`src/rtl/sample_pwm_player.sv`:
```
// sample_pwm_player: 8-bit PWM audio player that requests one sample per 256-cycle period
// and double-buffers the duty so that only whole periods are ever played.
module sample_pwm_player #(
  parameter logic [7:0] RESET_DUTY = 8'd128
) (
  input  logic       clk,
  input  logic       n_rst,
  input  logic       enable,
  input  logic       done,
  input  logic [7:0] sample,
  input  logic       clr_overrun,
  output logic       sample_now,
  output logic       pwm_out,
  output logic [7:0] duty,
  output logic       overrun
);
  typedef enum logic {ST_IDLE, ST_WAIT} state_t;
  state_t     state_q, state_d;
  logic [7:0] cnt_q, cnt_d, act_q, act_d, pend_q, pend_d;
  logic       req_q, req_d, pwm_q, pwm_d, ovr_q, ovr_d;
  logic       wrap, take;
  always_comb begin
    wrap    = enable && cnt_q == 8'hFF;
    take    = done && state_q == ST_WAIT;
    cnt_d   = enable ? cnt_q + 8'd1 : 8'd0;
    state_d = !enable ? ST_IDLE : wrap ? ST_WAIT : take ? ST_IDLE : state_q;
    req_d   = wrap;
    act_d   = wrap ? pend_q : act_q;
    pend_d  = take ? sample : pend_q;
    // A wrap that finds the previous request still outstanding is an overrun, and beats a clear.
    ovr_d   = (wrap && state_q == ST_WAIT && !done) ? 1'b1 : clr_overrun ? 1'b0 : ovr_q;
    pwm_d   = enable && (cnt_q < act_q);
  end
  always_ff @(posedge clk or negedge n_rst) begin
    if (!n_rst) begin
      state_q <= ST_IDLE;
      cnt_q   <= 8'd0;
      req_q   <= 1'b0;
      pwm_q   <= 1'b0;
      ovr_q   <= 1'b0;
      act_q   <= RESET_DUTY;
      pend_q  <= RESET_DUTY;
    end else begin
      state_q <= state_d;
      cnt_q   <= cnt_d;
      req_q   <= req_d;
      pwm_q   <= pwm_d;
      ovr_q   <= ovr_d;
      act_q   <= act_d;
      pend_q  <= pend_d;
    end
  end
  assign sample_now = req_q;
  assign pwm_out    = pwm_q;
  assign duty       = act_q;
  assign overrun    = ovr_q;
endmodule

```
`config.mk`:
```
export PLATFORM = sky130hd
export DESIGN_NAME = sample_pwm_player
export DESIGN_NICKNAME = d
export VERILOG_FILES = /design/src/rtl/sample_pwm_player.sv
export SDC_FILE = /design/constraint.sdc
export NUM_CORES = 1
export LEC_CHECK = 0
export CORE_MARGIN = 3
export CORE_UTILIZATION = 50
export DETAILED_ROUTE_END_ITERATION = 10
export PLACE_DENSITY = 0.77
export SYNTH_ARGS = -nofsm -noshare
export SYNTH_HDL_FRONTEND = slang
export SYNTH_SLANG_ARGS = --single-unit
```
`constraint.sdc`:
```
create_clock -name clk -period 1.97 [get_ports clk]
set_input_delay 0.197 -clock clk [delete_from_list [all_inputs] [get_ports clk]]
set_output_delay 0.197 -clock clk [all_outputs]
set_load 0.01 [all_outputs]
```
After elaboration in Yosys (flattened, before gate mapping) --
Index checks and enable logic that the tools add are counted. Widths: inputs -> output; s select.
Storage, ports and cells: bits in registers 28, word-level logic and storage cells 24
Cells by class: muxes and demuxes 6, $lt $le $gt $ge 1, add/sub/neg operators 1, equality and inequality tests 2, reductions and logical operators 7
Operators with widths (number):
- $add 8x1->8 const B | 1
- $eq 8x8->1 const B | 1
- $lt 8x8->1 | 1
- $mux 8 | 1
- $logic_and 1x1->1 | 5
- $mux 1 | 5
- $ne 3x1->1 const B | 1
- $reduce_bool 2->1 | 1
- $logic_not 1->1 | 1

Logic depth before layout (Yosys ltp) --
word-level depth 5, gate-level depth with buffers 5, depth with buffers taken out 5

Least setup slack after synthesis --
Ideal clock, no wire load.
path type register to register, from reg act_q[3] (netlist: duty[3]), to reg pwm_q (netlist: pwm_out), arrival time 1379 ps, clock period less this slack 1505 ps, setup slack 465 ps, stages on the path, launching flop included 6, cells stage by stage dfrtp_1 -> inv_1 -> ha_1 -> a211oi_1 -> o21ai_0 -> a2111oi_0
On the way: word-level cells in the longest chain between the ends 2
Ends and longest elaborated chain:
- start, declared | line 19 | logic [7:0] cnt_q, cnt_d, act_q, act_d, pend_q, pend_d;
- start signal, assigned | line 49 | act_q <= act_d;
- $lt 8x8->1 | line 32 | pwm_d = enable && (cnt_q < act_q);
- $logic_and 1x1->1 | line 32
- net pwm_d | line 20 | logic req_q, req_d, pwm_q, pwm_d, ovr_q, ovr_d;
- end signal, assigned | line 47 | pwm_q <= pwm_d;
- end, declared | line 20
The timed path passes the listed nets, and every way through them passes these cells. A chain may end at the register's enable or synchronous reset.

Worst setup path in the final report --
from reg act_q[7] (netlist: duty[7]), to out duty[7]
RTL lines:
- end, declared | line 14 | output logic [7:0] duty,
No word-level cell between the ends.

==> results.cfg <==
[setup_path]
critical_path.top_delay_family = flip-flops
crit_chain = clkdlybuf4s50_1
worstPathRequired_ps = 1770
slowest_delay_ps = 580
worstSetupEndpointType = output pin
arrival_ps = 1430
critPathKind = flop to output pin
cp_slowest_cell = dfstp_2
cp.buffers_inverters = 1
critPathLaunchType = flop
critPathMaxFanout = 3

[synthesis]
yosysWarnings = 0
synth_area_leader_cell = dfrtp_1
synth.distinct_cells = 26
yosys-top-cells-area = dfrtp_1 (51%), mux2_4 (8.2%), mux2_2 (7.9%)
avgSynthCellArea_um2 = 13.0
synth_top_cell_area_share_pct = 50.6
seq_area_frac_synth_pct = 54.7
synth-seq-cells = 28
syn_area_um2 = 1290
syn_inst = 99
syn_nets = 120

[timing]
worst_pin_slew_ps = 321
slew-limit-headroom_pct = 78.0
report.final.hold_viol_count = 0
fmax_ghz = 0.615
period_minus_slack_ps = 1630
post-route-period-util_pct = 82.6
tns_ps = 0
setup_viol = 0
maxSlewViolCount = 0
whs_ps = 216
rsz0062_at_grt = no
fin_skew_ps = 11.1

[layout]
drive_gt1_share_pct = 21.9
layout_commonest_cell = dfrtp_1
syn2layout_area_growth_pct = 23.5
seqCellArea_um2 = 703
finalNetCount = 150
n_antenna_cell = 0
final_cell_mix = dfrtp_1 (26), clkdlybuf4s50_1 (23), inv_1 (10)
multi_input_area_um2 = 534
fillers = 167

[worst_hold_path]
hp-class = input pin to async pin

[placed_design]
routabilityCongestion = 0.818
hpwl_um = 1740
numPortBuffers = 23

[global_routing]
grt_pass1_wl_um = 4170
antenna_found_initial = 0
grt_start_max_net_pins = 29
globalRoute.totalOverflow = 0
grtUsageTotal_pct = 16.4
grt_pass1_vias = 849

[cts]
cts_made_buffers = 3
postCtsSetupRepairBufs = 0
cts_max_level = 1
clk_latency_ps = 320
cts-root-buf = clkbuf_4
ctsResizeCount = 0
clock-sinks = 28
cts_tree = done
clk_path_buf_depth = 2
hold_buffers = 0
cts.clk_slew.worst_paths_ps = 150

[power_and_ir_drop]
pwr-share-seq_pct = 65.8
internal_power_w = 0.000697
irDropWorstVdd_v = 0.000413
p_switching_w = 0.000197
p_per_area_nw_per_um2 = 563
switching_share_pct = 22.1
leakagePower_nw = 0.726
power_frac_comb_pct = 7.1
clkPwrFrac_pct = 27.0

[floorplanning]
die_w_um = 56.7
io_pins = 24
dieArea_um2 = 3220
die_h_um = 56.7
rows = 17
initial_core_util_pct = 55.5
core_um2 = 2320

[routing]
vias = 864
vias_per_cell = 5.54
drt_iter0_markers = 34
route.detailed.drc = 0
final_antenna_net_count = 0
wl_per_cell_um = 14.5
drt-total-wl_um = 2260
first_pass_iters = 4

[status]
status = finished clean

[flow_run]
maxCapViolCount = 0
==> routing by layer <==
| metal | GRT usage, % | share of wire [%] | vias to the layer above |
|---|---|---|---|
| met2 | 25.4 | 50 | 28 |
| met5 | 0 | 0 | - |
| li1 | - | - | 411 |
| met4 | 5.08 | 0.75 | 0 |
| met1 | 23.7 | 44 | 423 |
| met3 | 2.30 | 5.3 | 2 |
==> metrics by stage <==
step           area, um^2  power [W]  utilization, %  std cells  worst slack (ps)
6_report             1590   0.000895            68.5        156               343
2_1_floorplan        1290   0.000617               -         99               465
5_1_grt              1590   0.000931            68.5        156               200
3_5_place_dp         1560   0.000665            67.4        152               359
4_1_cts              1590   0.000900            68.5        156               329
3_3_place_gp         1560   0.000662            67.4        152               363
==> cell families after synthesis <==
logic type / after synthesis / synth area share, %
flops: 28 / 54.7
simple gates: 19 / 8.27
mux: 16 / 16.1
compound gates: 14 / 7.39
buf+inv: 11 / 3.79
fa+ha+maj: 8 / 7.78
xor+xnor: 3 / 2.04
==> final timing paths <==
check / to / start / slack [ps] / cells past startpoint
min in group clk: overrun$_DFFE_PN0P_ / clr_overrun / 460 / 3
min reg2reg: duty[0]$_DFFE_PN0N_ / pend_q[0]$_DFFE_PN0P_ / 510 / 1
max reg2reg: pwm_out$_DFF_PN0_ / cnt_q[3]$_DFF_PN0_ / 340 / 4
min: duty[5]$_DFFE_PN0N_ / n_rst / 220 / 2
max in group asynchronous: pend_q[7]$_DFFE_PN1P_ / n_rst / 1430 / 2
max: duty[7] / duty[7]$_DFFE_PN1N_ / 340 / 1
==> state kept, by name, summed over array words and instances (netlist names) <==
signal / cells
state_q: 1
overrun: 1
pwm_out: 1
duty: 8
cnt_q: 8
sample_now: 1
pend_q: 8
==> area by class of cell <==
| class | count | area share (%) |
|---|---|---|
| Multi-Input combinational cell | 60 | 33.6 |
| Clock buffer | 4 | 1.65 |
| Inverter | 10 | 2.36 |
| Tap cell | 28 | 2.20 |
| Sequential cell | 28 | 44.3 |
| Timing Repair Buffer | 26 | 15.9 |
==> Yosys cell counts (all sizes together) <==
master   count
a211oi       1
buf          1
nand2        4
nor3b        1
ha           8
nor3         1
nand4        1
a21oi        4
nor2         4
a32o         1
dfstp        2
a2111oi      1
and2         1
mux2        16
nor2b        1
inv         10
a31o         1
or3          3
xor2         2
o2111a       1
nand3        3
xnor2        1
dfrtp       26
o21ai        4
o211ai       1
==> power by group through the flow <==
| stage | combinational (W) | sequential, W | clock [W] |
|---|---|---|---|
| floorplan | 0.0000186 | 0.000599 | 0 |
| global placement | 0.0000632 | 0.000599 | 0 |
| detailed placement | 0.0000650 | 0.000600 | 0 |
| CTS | 0.0000658 | 0.000589 | 0.000245 |
| global route | 0.0000727 | 0.000591 | 0.000267 |
| finish | 0.0000638 | 0.000589 | 0.000242 |
Note: power is estimated with default switching activity, not from simulation.
